==> config.mk <==
export PLATFORM = sky130hd
export DESIGN_NAME = multi_mic_i2s_receiver
export DESIGN_NICKNAME = d
export VERILOG_FILES = /design/src/rtl/mic_i2s_pkg.sv /design/src/rtl/mic_i2s_clk_gen.sv /design/src/rtl/multi_mic_i2s_receiver.sv
export SDC_FILE = /design/constraint.sdc
export NUM_CORES = 1
export LEC_CHECK = 0
export BUFFER_PORTS_ARGS = -buffer_cell sky130_fd_sc_hd__buf_4
export CORE_MARGIN = 8
export CORE_UTILIZATION = 35
export CTS_BUF_LIST = sky130_fd_sc_hd__clkbuf_8 sky130_fd_sc_hd__clkbuf_16
export CTS_CLUSTER_SIZE = 12
export DETAILED_ROUTE_END_ITERATION = 7
export PLACE_DENSITY = 0.59
export SYNTH_ARGS = -nofsm -noshare
export SYNTH_HDL_FRONTEND = slang
export SYNTH_SLANG_ARGS = --single-unit
==> constraint.sdc <==
create_clock -name clk -period 8.5 [get_ports clk]
set_clock_uncertainty 0.2 [all_clocks]
set_input_delay 1.7 -clock clk [delete_from_list [all_inputs] [get_ports clk]]
set_output_delay 1.7 -clock clk [all_outputs]
set_load 0.005 [all_outputs]
==> src/rtl/mic_i2s_pkg.sv <==
// Shared frame geometry and channel numbering for the multi-microphone I2S receiver.
// Pure constants and a helper function; no logic, no latency.
// No flow control involved.
package mic_i2s_pkg;

  // One I2S frame is 64 SCK periods, split into a left and a right slot.
  localparam int frame_bits = 64;
  localparam int slot_bits  = 32;
  // The first SCK after a ws edge carries no data; the MSB follows it.
  localparam int msb_offset = 1;

  // Channel numbering: line-major, left slot before right slot.
  function automatic int chan_idx(input int line, input int slot);
    return 2 * line + slot;
  endfunction

endpackage

==> src/rtl/mic_i2s_clk_gen.sv <==
// I2S bit clock / word select generator with rise and fall strobes and frame bit counter.
// Strobes are registered and high in the same clk cycle as the matching sck edge.
// Free-running; there is no backpressure.
module mic_i2s_clk_gen
  import mic_i2s_pkg::*;
#(
  parameter int sck_div = 4
) (
  input  logic       clk,
  input  logic       rst,
  output logic       sck,
  output logic       ws,
  output logic       rise_stb,
  output logic       fall_stb,
  output logic [5:0] bit_cnt
);

  localparam int div_w = (sck_div > 2) ? $clog2(sck_div) : 1;

  logic [div_w-1:0] div_cnt;
  logic             half_done;

  assign half_done = (div_cnt == div_w'(sck_div - 1));

  // Divide clk down to sck; bit_cnt advances on every sck falling edge
  always_ff @(posedge clk) begin
    if (rst) begin
      div_cnt  <= '0;
      sck      <= 1'b0;
      bit_cnt  <= '0;
      rise_stb <= 1'b0;
      fall_stb <= 1'b0;
    end else begin
      rise_stb <= half_done && !sck;
      fall_stb <= half_done && sck;
      if (half_done) begin
        div_cnt <= '0;
        sck     <= ~sck;
        if (sck) begin
          bit_cnt <= (bit_cnt == 6'(frame_bits - 1)) ? 6'd0 : bit_cnt + 6'd1;
        end
      end else begin
        div_cnt <= div_cnt + 1'b1;
      end
    end
  end

  // ws is the slot half of the frame counter, so it only moves with a falling edge
  assign ws = bit_cnt[5];

endmodule

==> src/rtl/multi_mic_i2s_receiver.sv <==
// Multi-line I2S microphone receiver: 2*n_mics channels captured per 64-bit frame, latched together.
// value/valid update 1 clk after the frame-wrap sck fall; first valid 128*sck_div+1 cycles after reset.
// No backpressure: valid is a one-cycle pulse per frame. Optional peak meter under MULTI_MIC_PEAK_EN.
module multi_mic_i2s_receiver
  import mic_i2s_pkg::*;
#(
  parameter int n_mics      = 2,
  parameter int w_sample    = 24,
  parameter int sck_div     = 4,
  parameter int decay_shift = 4
) (
  input  logic                           clk,
  input  logic                           rst,
  output logic                           sck,
  output logic                           ws,
  input  logic [n_mics-1:0]              sd,
  output logic [2*n_mics*w_sample-1:0]   value,
  output logic                           valid,
  output logic [2*n_mics*w_sample-1:0]   peak
);

  localparam int n_ch = 2 * n_mics;

  logic                rise_stb;
  logic                fall_stb;
  logic [5:0]          bit_cnt;
  logic [n_mics-1:0]   sd_meta;
  logic [n_mics-1:0]   sd_sync;
  logic [w_sample-1:0] shadow [n_ch];
  logic                slot;
  logic [4:0]          slot_pos;
  logic                capture;
  logic                frame_done;

  mic_i2s_clk_gen #(
    .sck_div (sck_div)
  ) u_clk_gen (
    .clk      (clk),
    .rst      (rst),
    .sck      (sck),
    .ws       (ws),
    .rise_stb (rise_stb),
    .fall_stb (fall_stb),
    .bit_cnt  (bit_cnt)
  );

  assign slot     = bit_cnt[5];
  assign slot_pos = bit_cnt[4:0];
  // Only slot bits msb_offset .. msb_offset+w_sample-1 carry the captured word.
  assign capture  = rise_stb
                 && ({1'b0, slot_pos} >= 6'(msb_offset))
                 && ({1'b0, slot_pos} <  6'(msb_offset + w_sample));
  // bit_cnt has just wrapped 63->0 on this falling edge.
  assign frame_done = fall_stb && (bit_cnt == 6'd0);

  // Two-flop synchroniser for the asynchronous data lines
  always_ff @(posedge clk) begin
    if (rst) begin
      sd_meta <= '0;
      sd_sync <= '0;
    end else begin
      sd_meta <= sd;
      sd_sync <= sd_meta;
    end
  end

  // Shift each line's bit, MSB first, into the shadow of the slot currently on the wire
  always_ff @(posedge clk) begin
    if (rst) begin
      for (int k = 0; k < n_ch; k++) shadow[k] <= '0;
    end else if (capture) begin
      for (int l = 0; l < n_mics; l++) begin
        for (int s = 0; s < 2; s++) begin
          if (slot == s[0]) begin
            shadow[chan_idx(l, s)] <= {shadow[chan_idx(l, s)][w_sample-2:0], sd_sync[l]};
          end
        end
      end
    end
  end

  // Commit every shadow to the output together so consumers never see a partial frame
  always_ff @(posedge clk) begin
    if (rst) begin
      value <= '0;
      valid <= 1'b0;
    end else begin
      valid <= frame_done;
      if (frame_done) begin
        for (int k = 0; k < n_ch; k++) value[k*w_sample +: w_sample] <= shadow[k];
      end
    end
  end

`ifdef MULTI_MIC_PEAK_EN
  // Magnitude of a signed sample; the most negative code saturates to the largest positive one.
  function automatic logic [w_sample-1:0] mag_sat(input logic [w_sample-1:0] x);
    if (x == {1'b1, {(w_sample-1){1'b0}}}) return {1'b0, {(w_sample-1){1'b1}}};
    if (x[w_sample-1]) return ~x + 1'b1;
    return x;
  endfunction

  for (genvar k = 0; k < n_ch; k++) begin : g_peak
    logic [w_sample-1:0] pk;
    logic [w_sample-1:0] mag;
    logic [w_sample-1:0] decayed;

    assign mag     = mag_sat(shadow[k]);
    assign decayed = pk - (pk >> decay_shift);
    assign peak[k*w_sample +: w_sample] = pk;

    // Peak jumps to a larger magnitude, otherwise decays geometrically once per frame
    always_ff @(posedge clk) begin
      if (rst) begin
        pk <= '0;
      end else if (frame_done) begin
        pk <= (mag > decayed) ? mag : decayed;
      end
    end
  end
`else
  assign peak = '0;
`endif

endmodule
==> summary by stage, run 1 <==
Setup path
The number of cells traversed by the worst register-to-register path is 4. The required time of the worst setup path is 8470 ps. Of all nets on the critical path, the largest fanout is 64.

The type of the setup path with the least slack is input port to flip-flop. The data arrival time of the critical path is 3840 ps. The worst setup path is launched from an input port. The worst setup path is captured at a flip-flop.

Route
Wires add up to 19400 microns. The detailed router finished its first iteration with 421 violations. In the final routed layout, each cell accounts on average for 15.8 microns. The first TritonRoute pass finished after 4 iterations. In the routed layout, each cell is associated on average with a via count of 4.73.

After detailed routing, the number of remaining DRC violations is 0. The routed layout has 5811 vias. In this run the remaining antenna-violating nets after routing total 0.

Power and ir drop
For this design the ratio of total power to cell area is 213 nW/um^2. The reported leakage power is 0.00386 uW. VDD sags by at most 132 uV.

The net load switching power is 451 uW. Combinational logic burns 2.1% of the power. The internal cell power is 1710 uW. The share of total power in the clock network is 48.2%.

In this run, flip-flops and latches consume 49.7% of the power. In this run switching power makes up 20.8% of total power.

Global routing
The number of global-route vias before repair is 5866. The remaining global-route overflow is 0. The number of antenna violations at the first check in global routing was 0. The global-route wire length before repair is 31900 microns. The largest net degree at the start of global routing is 98. Across every metal layer, demand over resource in global routing totals 12.5%.

Synth
The count of yosys warnings during synthesis is 0. The async set or reset register ratio after synthesis is 0%. The netlist uses 40 different library cells. The fraction of the mapped netlist area in compound gates is 12.7%. The mapped cell area is 8680 sq um. The share of synthesized cell area in full adder, half adder and majority cells is 0.577%. Multiplexer cells account for 0% of the synthesized area.

Summing the sequential cell areas from Yosys gives 59.1% of the chip area. Synthesis inferred 208 register bits. In the synthesized netlist, the number of instances is 817. Dividing the synthesized area by the synthesized cell count gives 10.6 sq um. The synthesized netlist devotes 0.303% of its cell area to XOR and XNOR gates. Yosys mapped a number of flops with a built-in enable equal to 96.

The largest family of logic cells by synthesized area is simple AND/OR/NAND/NOR gates. In the synthesized netlist the dominant register cell turns out to be sky130_fd_sc_hd__dfxtp_1. The post-synthesis simple-gate area fraction is 15.6%.

CTS
The post-cts sizing count is 0. The TritonCTS clock tree is built. Hold repair after CTS inserted 0 buffers. The number of H-tree levels is 1. The number of buffers inserted by post-CTS setup repair is 0. The clock net in this run drives a total of 208 sinks. The cell sitting at the root of the clock tree is a sky130_fd_sc_hd__clkbuf_16. Counting along the longest clock path gives a buffer depth of 3. For the worst-skew pair, the clock arrives at the later sink with an insertion delay of 510 ps.

After clock tree synthesis, the clock-pin slew on the worst setup and hold paths is 60 ps. The number of CTS-inserted buffers is 24.

Run
Max-cap violations in this run came to 0.

Run status
The flow ran to the end, and the final reports show no timing, DRC or antenna violations.

Floorplan
The area of the placeable core is 24300 sq um. The horizontal extent of the die is 173 microns. The floorplan has 57 rows. The effective utilization at floorplan is 35.7%. The total I/O pin count is 199. The die span in y is 173 microns.

The die outline area is 30100 sq um.

Final layout
Summing all multi-input logic gate instances after layout gives 2960 sq um. The layout overhead on the synthesized area is 17.1%. The antenna cell count is 0. After filler insertion, the fill cell instance count of the layout stands at 2352. The combined flip-flop and latch cell area is 5120 sq um. The proportion of layout cells with a drive suffix above 1 is 23.5%. The number of nets in the finished design is 894. The utilization after layout is 41.8%.

Placement
The total of buffers placed on input and output ports is 102. The wire-length estimate of the detail-placed layout is 11700 microns. Routability-driven placement finished with a final weighted congestion of 0.701.

Worst hold path
The class of the tightest hold or removal check is flip-flop to flip-flop. The worst hold path cell count is 1.

Timing
At the pin with the least slew margin, the transition time is 990 ps. Setup repair after global routing left no endpoint under its margin. Summed over all failing endpoints, the final setup total negative slack is 0 ps. After layout, the worst path uses 45.5% of the clock period.

The clock period could shrink to 3870 ps. The final hold violation count was 0. The highest attainable clock frequency is 0.258 GHz. The total of endpoints with negative setup slack in the final report is 0.

In this run the tightest slew margin relative to its limit is 34.0%. The final-report max-slew violation count is 0.
## worst max-delay path, cell delays in order
cell	delay (ps)
sky130_fd_sc_hd__buf_4	480
sky130_fd_sc_hd__buf_4	690
sky130_fd_sc_hd__o21bai_4	460
sky130_fd_sc_hd__buf_4	450
## cell families (layout without fill, tap and decap cells)
group / count (synthesis) / count (layout)
buf+inv: 168 / 160
compound gates: 205 / 205
flops: 208 / 208
other cells: 1 / 96
fa+ha+maj: 4 / 4
xor+xnor: 3 / 3
simple gates: 228 / 228
## area by class of cell
cell class,count,area share [%]
well taps,324,3.99
multi-input cells,536,29.1
inverters,5,0.185
clock buffers,33,7.35
repair buffers,111,8.20
clock inverters,11,0.751
flip-flops and latches,208,50.4
## per-layer routing
metal / vias to the layer above / share of wire, % / global-route usage [%]
li1: 2802 / - / -
met1: 2789 / 45 / 16.5
met2: 196 / 44 / 19.1
met3: 24 / 9.1 / 4.79
met4: 0 / 1.9 / 3.05
met5: - / 0 / 0
## power by group through the flow
stage	Sequential [uW]	Clock, uW	Combinational [uW]
final	1080	1040	45.0
after global routing	1080	1110	51.9
after CTS	1080	1070	44.3
after detailed placement	1100	0	44.3
after global placement	1100	0	43.2
after floorplan	1090	0	65.1
## cells in the mapped netlist, types with 6 or more instances
| library cell | instances | area (sq um) |
|---|---|---|
| sky130_fd_sc_hd__o21ai_1 | 6 | 30.0 |
| sky130_fd_sc_hd__edfxtp_1 | 96 | 2880 |
| sky130_fd_sc_hd__o21ai_0 | 91 | 455 |
| sky130_fd_sc_hd__clkbuf_2 | 8 | 40.0 |
| sky130_fd_sc_hd__clkbuf_1 | 46 | 173 |
| sky130_fd_sc_hd__nand3_1 | 99 | 495 |
| sky130_fd_sc_hd__buf_2 | 12 | 60.1 |
| sky130_fd_sc_hd__a21oi_1 | 98 | 490 |
| sky130_fd_sc_hd__buf_4 | 96 | 721 |
| sky130_fd_sc_hd__dfxtp_1 | 112 | 2240 |
| sky130_fd_sc_hd__nand2_1 | 8 | 30.0 |
| sky130_fd_sc_hd__and2_1 | 40 | 250 |
| sky130_fd_sc_hd__and2_2 | 52 | 390 |
## sequential cells by signal, summed over array words and instances, names as in the netlist
name,flops
u_clk_gen.sck,1
sd_sync,2
u_clk_gen.rise_stb,1
valid,1
u_clk_gen.bit_cnt,6
shadow,96
sd_meta,2
u_clk_gen.fall_stb,1
value,96
u_clk_gen.div_cnt,2
## path summary, 6_finish.rpt
path / from / to / slack, ps
worst max-delay path: rst / shadow[3][7]$_SDFFCE_PN0P_ / 4630
worst min register to register: u_clk_gen.div_cnt[0]$_SDFF_PP0_ / u_clk_gen.div_cnt[0]$_SDFF_PP0_ / 240
worst min-delay path: u_clk_gen.div_cnt[0]$_SDFF_PP0_ / u_clk_gen.div_cnt[0]$_SDFF_PP0_ / 240
worst max register to register: u_clk_gen.bit_cnt[0]$_SDFFE_PP0P_ / shadow[3][7]$_SDFFCE_PN0P_ / 5850
## metrics by stage
stage	instance area, sq um	total power, uW	hold WS, ps	worst slack [ps]	std cells
floorplan	9030	1160	204	4360	912
global route	10200	2250	254	4490	1228
finish	10200	2170	236	4630	1228
CTS	10200	2200	236	4610	1228
global placement	9340	1140	214	4140	1184
detailed placement	9340	1140	227	4060	1184
## cell usage in the layout (no fill, tap or decap), types with 2 or more instances in the layout
master / count
sky130_fd_sc_hd__inv_1: 9
sky130_fd_sc_hd__clkinv_1: 2
sky130_fd_sc_hd__o21ai_1: 6
sky130_fd_sc_hd__nand3_1: 99
sky130_fd_sc_hd__nor4_1: 2
sky130_fd_sc_hd__a2111oi_4: 2
sky130_fd_sc_hd__and2_1: 40
sky130_fd_sc_hd__o21ai_0: 91
sky130_fd_sc_hd__conb_1: 96
sky130_fd_sc_hd__buf_4: 111
sky130_fd_sc_hd__nor2b_1: 5
sky130_fd_sc_hd__nor3b_1: 4
sky130_fd_sc_hd__clkbuf_8: 7
sky130_fd_sc_hd__or4_1: 2
sky130_fd_sc_hd__clkinv_2: 3
sky130_fd_sc_hd__dfxtp_1: 112
sky130_fd_sc_hd__and2_2: 52
sky130_fd_sc_hd__nor3_1: 5
sky130_fd_sc_hd__edfxtp_1: 96
sky130_fd_sc_hd__ha_1: 4
sky130_fd_sc_hd__clkbuf_16: 26
sky130_fd_sc_hd__o21bai_4: 2
sky130_fd_sc_hd__xnor2_1: 2
sky130_fd_sc_hd__a21oi_1: 98
sky130_fd_sc_hd__nor2_1: 3
sky130_fd_sc_hd__nand2_1: 8
(Power assumes the default switching activity.)
==> run 2, diff against run 1 <==
==> constraint.sdc (replaced) <==
create_clock -name clk -period 3.93 [get_ports clk]
set_clock_uncertainty 0.2 [all_clocks]
set_input_delay 0.786 -clock clk [delete_from_list [all_inputs] [get_ports clk]]
set_output_delay 0.786 -clock clk [all_outputs]
set_load 0.005 [all_outputs]
==> summary by stage, run 2 (synthesis results as in run 1) <==
Run status
The run finished with clean final reports.

Global routing
The global-route wire length before repair is 31100 microns (-2.7%). The remaining global-route overflow is 0 (unchanged). The number of global-route vias before repair is 5769 (-1.7%). The largest net degree at the start of global routing is 98 (unchanged).

The total routing usage reported by global routing is 12.2% (-0.38 points). The number of antenna violations at the first check in global routing is 0 (unchanged).

Placement
The weighted congestion at the end of routability-driven global placement is 0.715 (+2.0%). The total cell area at the placement stage is 9370 sq um (+0.29%). The HPWL reported at the end of detailed placement was 11600 microns (-0.47%).

The total of buffers placed on input and output ports is 102 (unchanged). The number of placed cells counting well taps is 1186 (+0.17%).

Final layout
The utilization after layout is 42.0% (+0.18 points). The antenna cell count came to 0 (unchanged). The number of standard cells in the final layout excluding fillers is 1229 (+0.081%). The combined flip-flop and latch cell area was 5120 sq um (unchanged). The fill cell total of the finished layout came to 2380 (+1.2%). The number of nets in the finished design is 896 (+0.22%).

The footprint of the multi-input gates was 2960 sq um (unchanged). The largest registers in the layout are shadow x96, value x96, u_clk_gen.bit_cnt x6. The top cell types in the final layout, fill and taps aside, are sky130_fd_sc_hd__buf_4, sky130_fd_sc_hd__dfxtp_1, sky130_fd_sc_hd__nand3_1. The layout overhead on the synthesized area is 17.6%. The proportion of layout cells with a drive suffix above 1 came to 23.6% (+0.20 points). The final design instance area without fill was 10200 sq um (+0.42%).

Timing
The post-route fraction of the period consumed by the critical path is 68.1%. Setup repair after global routing left no endpoint under its margin. The setup total negative slack is 0 ps (unchanged). The final period demand of the worst path is 2680 ps. The relative slew slack came to 34.7% (+0.78 points). The total of endpoints with negative setup slack in the final report is 0 (unchanged).

The highest attainable clock frequency is 0.373 GHz. The slew at the pin closest to its max-slew limit is 979 ps (-11.6 ps). The final hold violation count is 0 (unchanged). The final-report max-slew violation count is 0 (unchanged).

CTS
The post-cts sizing count is 0 (unchanged). The clock sink count is 208 (unchanged). The number of buffers inserted by post-CTS setup repair is 0 (unchanged). The maximum clock path buffer count is 3 (unchanged). The number of hold buffers added after cts came to 0 (unchanged). The clock root buffer master is sky130_fd_sc_hd__clkbuf_16. The TritonCTS clock tree is built.

The number of H-tree levels is 1 (unchanged). The number of CTS-inserted buffers is 24 (unchanged). The clock-pin slew reported for the worst setup and hold paths after clock tree synthesis was 60 ps (about the same). The later-pin clock latency in the skew report is 510 ps (about the same).

Floorplan
The die span in y was 173 microns (unchanged). The row count is 57 (unchanged). The die outline area was 30100 sq um (unchanged). The total I/O pin count is 199 (unchanged). The area of the placeable core is 24300 sq um (unchanged). The horizontal extent of the die is 173 microns (unchanged).

The effective utilization at floorplan is 35.7% (unchanged).

Route
The DRC marker count from the first detailed-route iteration is 396 (-5.9%). The wire length on met3 is 1470 microns (-17%). The final wirelength is 19000 microns (-2.0%).

The number of optimization iterations in the first detailed-route pass came to 4 (unchanged). The routed length on met1 is 8790 microns (about the same). The top routing layer in use is met4. The wire length per cell after detailed routing is 15.4 microns (-2.0%). The detail-routed via count per cell came to 4.71 (-0.51%). The total vias in the final route is 5786 (-0.43%). The total length of routed met2 wires was 8350 microns (-0.98%). The number of antenna-violating nets in the routed design was 0 (unchanged). The DRC violation count after routing is 0 (unchanged).

Setup path
The signal on the critical path passes through o311a_4, a21o_2, o21bai_4, buf_4. The worst reg2reg path startpoint is u_clk_gen.bit_cnt[0]$_SDFFE_PP0P_. The largest fanout on the critical path is 26 (-59%).

The delay of the slowest cell on the worst path is 590 ps (-100 ps). The endpoint identified for the worst register-to-register timing path is shadow[3][4]$_SDFFCE_PN0P_. The worst setup path endpoint is shadow[3][4]$_SDFFCE_PN0P_. The endpoint class of the critical path is a flip-flop. The type of the setup path with the least slack is flip-flop to flip-flop. The origin of the worst setup path is u_clk_gen.bit_cnt[0]$_SDFFE_PP0P_. The required time of the worst setup path came to 3890 ps (-4580 ps). The number of cells traversed by the worst register-to-register path is 4 (unchanged). The critical-path cell with the highest stage delay is sky130_fd_sc_hd__o21bai_4. The critical path startpoint category is a flip-flop. The data arrival time of the critical path came to 2640 ps (-1200 ps).

The worst reg-to-reg setup slack was 1250 ps (-4600 ps).

Power and ir drop
The maximum ir drop on the vdd rail is 319 uV (+140%). The reported leakage power is 0.00388 uW (+0.53%). The total power was 4740 uW (+120%).

The power per standard cell area is 465 nW/um^2 (+120%).

Run
The count of maximum capacitance violations came to 0 (unchanged).

Worst hold path
The class of the tightest hold or removal check is flip-flop to flip-flop.
## run 2: cell types whose count changed in the layout (fill, tap and decap cells not counted)
cell                        delta
sky130_fd_sc_hd__clkbuf_16     -1
sky130_fd_sc_hd__bufinv_16     +2
sky130_fd_sc_hd__clkbuf_8      -1
sky130_fd_sc_hd__clkinv_4      -1
sky130_fd_sc_hd__buf_4         +1
sky130_fd_sc_hd__buf_12        +1
sky130_fd_sc_hd__inv_1         -1
sky130_fd_sc_hd__inv_4         +1
## run 2: layout make-up
type | count | share of cell area, %
Clock buffer | 31 | 6.94
Clock inverter | 12 | 1.28
Inverter | 5 | 0.184
Multi-Input combinational cell | 536 | 29.0
Sequential cell | 208 | 50.2
Tap cell | 324 | 3.97
Timing Repair Buffer | 113 | 8.44
## run 2: routing by layer
layer,GRT usage (%),vias to the layer above
met5,0,-
met4,2.91,0
met2,18.9,173
li1,-,2813
met1,15.9,2774
met3,4.40,26
## run 2: worst min path at each step
stage                     slack, ps  cells after the start                               to                       startpoint
after floorplan                 200                      1  u_clk_gen.div_cnt[0]$_SDFF_PP0_  u_clk_gen.div_cnt[0]$_SDFF_PP0_
after global placement          210                      1  u_clk_gen.div_cnt[0]$_SDFF_PP0_  u_clk_gen.div_cnt[0]$_SDFF_PP0_
after detailed placement        220                      1  u_clk_gen.div_cnt[0]$_SDFF_PP0_  u_clk_gen.div_cnt[0]$_SDFF_PP0_
after CTS                       230                      1  u_clk_gen.div_cnt[0]$_SDFF_PP0_  u_clk_gen.div_cnt[0]$_SDFF_PP0_
after global routing            260                      1            sd_sync[1]$_SDFF_PP0_            sd_meta[1]$_SDFF_PP0_
final                           230                      1  u_clk_gen.div_cnt[0]$_SDFF_PP0_  u_clk_gen.div_cnt[0]$_SDFF_PP0_
## run 2: metrics by stage
step,worst slack (ps),hold slack (ps)
2_1_floorplan,8.37,204
3_3_place_gp,1060,213
3_5_place_dp,1040,223
4_1_cts,1220,232
5_1_grt,1110,260
6_report,1250,232
## run 2: where the power goes
part           total, uW  internal, uW  switching [uW]
registers           2330          2300            25.9
logic               97.9          21.2            76.7
clock network       2320          1460             859
## run 2: worst max-delay path, delay by kind of cell (launching register included)
family	cells	cell delay, ps
AO/OA/AOI/OAI	3	1280
buffers and inverters	1	450
flip-flops	1	370
==> run 3, diff against run 2 <==
--- a/config.mk
+++ b/config.mk
@@ -5,13 +5,14 @@
 export SDC_FILE = /design/constraint.sdc
 export NUM_CORES = 1
 export LEC_CHECK = 0
+export ABC_AREA = 1
 export BUFFER_PORTS_ARGS = -buffer_cell sky130_fd_sc_hd__buf_4
 export CORE_MARGIN = 8
 export CORE_UTILIZATION = 35
 export CTS_BUF_LIST = sky130_fd_sc_hd__clkbuf_8 sky130_fd_sc_hd__clkbuf_16
 export CTS_CLUSTER_SIZE = 12
 export DETAILED_ROUTE_END_ITERATION = 7
-export PLACE_DENSITY = 0.59
+export PLACE_DENSITY = 0.58
 export SYNTH_ARGS = -nofsm -noshare
 export SYNTH_HDL_FRONTEND = slang
 export SYNTH_SLANG_ARGS = --single-unit
==> constraint.sdc (replaced) <==
create_clock -name clk -period 2.6 [get_ports clk]
set_clock_uncertainty 0.2 [all_clocks]
set_input_delay 0.52 -clock clk [delete_from_list [all_inputs] [get_ports clk]]
set_output_delay 0.52 -clock clk [all_outputs]
set_load 0.005 [all_outputs]
==> summary by stage, run 3 <==
Run status
The flow ran to the end, and the final reports show no timing, DRC or antenna violations.

Floorplan
The area of the placeable core is 25800 sq um (+6.2%). The die outline area is 31400 sq um (+4.5%). The row count is 59 (+3.5%). The horizontal extent of the die came to 177 microns (+2.2%).

The effective utilization at floorplan is 35.3% (-0.42 points). The total I/O pin count is 199 (unchanged). The die span in y is 177 microns (+2.2%).

Power and ir drop
The power per standard cell area came to 650 nW/um^2 (+40%). The maximum ir drop on the vdd rail was 339 uV (+6.1%). The reported leakage power is 0.00540 uW (+39%). The total power is 6860 uW (+45%).

Global routing
The number of antenna violations at the first check in global routing is 0 (unchanged). The remaining global-route overflow came to 0 (unchanged). The largest net degree at the start of global routing came to 74 (-24%). The number of global-route vias before repair is 5863 (+1.6%).

The total routing usage reported by global routing was 11.0% (-1.2 points). The global-route wire length before repair came to 28800 microns (-7.4%).

Worst hold path
The class of the tightest hold or removal check is input port to flip-flop.

Synth
By instance count, the leading cell after synthesis is sky130_fd_sc_hd__nor2_1. The async set or reset register ratio after synthesis is 0% (unchanged). The share of synthesized cell area in full adder, half adder and majority cells came to 0.549% (-0.027 points).

The proportion of synthesized area in mux cells is 0% (unchanged). The number of synthesized register bits was 208 (unchanged). The post-synthesis sequential area ratio is 56.3% (-2.8 points).

The xor/xnor cell area share of the yosys netlist is 0.192% (-0.11 points). The distinct cell type count after synthesis is 23 (-43%). The count of flip-flops with a built-in enable after synthesis is 96 (unchanged).

The mapped cell area is 9110 sq um (+5.0%). The commonest cells after synthesis are sky130_fd_sc_hd__nor2_1, sky130_fd_sc_hd__nand2_1, sky130_fd_sc_hd__inv_1. The post-synthesis area per instance is 8.35 sq um (-21%). For this run, the leading register cell type out of synthesis is sky130_fd_sc_hd__dfxtp_1.

The post-synthesis simple-gate area fraction is 22.8% (+7.2 points). The area fraction of the dominant cell type after synthesis is 31.6% (-1.6 points). In the post-synthesis netlist, the biggest area contributors are sky130_fd_sc_hd__edfxtp_1, sky130_fd_sc_hd__dfxtp_1, sky130_fd_sc_hd__nor2_1.

The count of yosys warnings during synthesis is 0 (unchanged). The synthesized instance count is 1091 (+34%). The cell taking the most area after synthesis is sky130_fd_sc_hd__edfxtp_1. By area, the combinational part of the netlist is dominated by simple AND/OR/NAND/NOR gates.

The fraction of the mapped netlist area in compound gates is 0.618% (-12 points).

Placement
The total of buffers placed on input and output ports is 102 (unchanged). The total cell area at the placement stage is 9830 sq um (+4.9%). The HPWL reported at the end of detailed placement is 11400 microns (-2.3%). The weighted congestion at the end of routability-driven global placement is 0.686 (-4.0%).

CTS
The number of H-tree levels is 1 (unchanged). TritonCTS built the clock tree. The post-cts sizing count is 0 (unchanged). The maximum clock path buffer count is 3 (unchanged). The clock-pin slew reported for the worst setup and hold paths after clock tree synthesis is 60 ps (about the same). The clock sink count is 208 (unchanged). The number of hold buffers added after cts was 0 (unchanged). The number of CTS-inserted buffers is 23 (-4.2%). The number of buffers inserted by post-CTS setup repair is 0 (unchanged). The clock root buffer master is sky130_fd_sc_hd__clkbuf_16.

The later-pin clock latency in the skew report is 490 ps (-20 ps).

Route
The wire length per cell after detailed routing was 11.7 microns (-24%). The total vias in the final route is 6038 (+4.4%). The number of optimization iterations in the first detailed-route pass is 4 (unchanged). The detail-routed via count per cell is 3.94 (-16%). The number of antenna-violating nets in the routed design is 0 (unchanged). The final wirelength is 17900 microns (-5.7%). The DRC marker count from the first detailed-route iteration is 339 (-14%). The DRC violation count after routing is 0 (unchanged).

Setup path
The largest fanout on the critical path is 8 (-69%). STA classifies the critical path startpoint as a flip-flop. The required time of the worst setup path came to 1880 ps (-2010 ps). The critical path goes through buf_4.

Grouping stages by cell kind, the critical path spends the most delay in flip-flops. The type of the setup path with the least slack is flip-flop to output pin. The endpoint class of the critical path is an output pin.

On the critical path, the stage with the largest delay is an instance of sky130_fd_sc_hd__dfxtp_1. The delay of the slowest cell on the worst path is 570 ps (-20 ps). The data arrival time of the critical path came to 1260 ps (-1380 ps).

The number of buffer and inverter stages on the critical path is 1 (unchanged).

Timing
The final hold violation count is 0 (unchanged). The relative slew slack is 65.6% (+31 points). The slew at the pin closest to its max-slew limit was 516 ps (-463 ps). The worst hold slack is 52.1 ps (-179 ps). Static timing analysis puts the maximum clock frequency at 0.505 GHz. The total of endpoints with negative setup slack in the final report is 0 (unchanged). The final-report max-slew violation count is 0 (unchanged). The post-route fraction of the period consumed by the critical path is 76.1%. Setup repair after global routing left no endpoint under its margin. The setup total negative slack came to 0 ps (unchanged).

The worst path in the final design needs a cycle of 1980 ps, including I/O delays and setup.

Run
The count of maximum capacitance violations came to 0 (unchanged).

Final layout
The antenna cell count came to 0 (unchanged). The final design instance area without fill is 10600 sq um (+3.4%). The library cells used most frequently in the layout, excluding fill and tap cells, are sky130_fd_sc_hd__nor2_1, sky130_fd_sc_hd__inv_1, sky130_fd_sc_hd__nand2_1. In the final layout, the registers with the most flip-flops are shadow x96, value x96, u_clk_gen.bit_cnt x6. The commonest non-fill, non-tap cell in the layout is sky130_fd_sc_hd__nor2_1. The proportion of layout cells with a drive suffix above 1 is 16.0% (-7.6 points).

The number of nets in the finished design is 1191 (+33%). The area growth from synthesis to layout is 15.9%. The fill cell total of the finished layout came to 2637 (+11%). The utilization after layout was 40.8% (-1.1 points).
==> run 3: cell types whose count changed in the layout (fill, tap and decap cells not counted), sizes merged, moves of 3 or more <==
cell,delta
a21oi,-94
and2,-92
clkbuf,-5
inv,+206
nand2,+198
nand3,-95
nor2,+302
nor2b,-5
nor3,-5
nor3b,-3
o21ai,-92
==> run 3: logic make-up (layout without fill, tap and decap cells) <==
group	Yosys count	in the layout
AOI/OAI and AO/OA	9	9
buffers and inverters	346	358
and+or+nand+nor	521	521
adders and majority gates	4	4
other	1	96
DFF	208	208
xor gates and xnor gates	2	2
==> run 3: where the power goes <==
group	total, uW	switching [uW]	internal, uW
Combinational	188	146	42.8
Sequential	3540	43.6	3500
Clock	3140	1260	1880
==> run 3: final cells by class <==
cell class	count	area (sq um)	share of cell area [%]
Sequential cell	208	5120	48.6
Multi-Input combinational cell	632	2580	24.4
Timing Repair Buffer	112	928	8.80
Inverter	206	776	7.35
Clock buffer	26	617	5.85
Tap cell	335	419	3.97
Clock inverter	14	109	1.03
==> run 3: per-stage QoR <==
step           std cells  worst slack [ps]
2_1_floorplan       1186               378
3_3_place_gp        1493               438
3_5_place_dp        1493               423
4_1_cts             1533               592
5_1_grt             1533               502
6_report            1533               621
==> run 3: per-layer routing <==
layer | up-vias | routed length, microns | GRT usage [%] | part of all wire [%]
met5 | - | 0 | 0 | 0
met4 | 0 | 315 | 3.09 | 1.8
met3 | 26 | 1500 | 2.68 | 8.4
met2 | 154 | 8100 | 18.2 | 45
met1 | 2698 | 8000 | 14.0 | 45
li1 | 3160 | - | - | -
==> run 3: path summary, 6_finish.rpt <==
kind         depth (start not counted)                           to                               from  slack (ps)
max                                  1                           ws  u_clk_gen.bit_cnt[5]$_SDFFE_PP0P_         620
min                                  3        sd_meta[1]$_SDFF_PP0_                              sd[1]          50
max reg2reg                          6  shadow[3][19]$_SDFFCE_PN0P_  u_clk_gen.bit_cnt[0]$_SDFFE_PP0P_         650
min reg2reg                          2        sd_sync[1]$_SDFF_PP0_              sd_meta[1]$_SDFF_PP0_         220
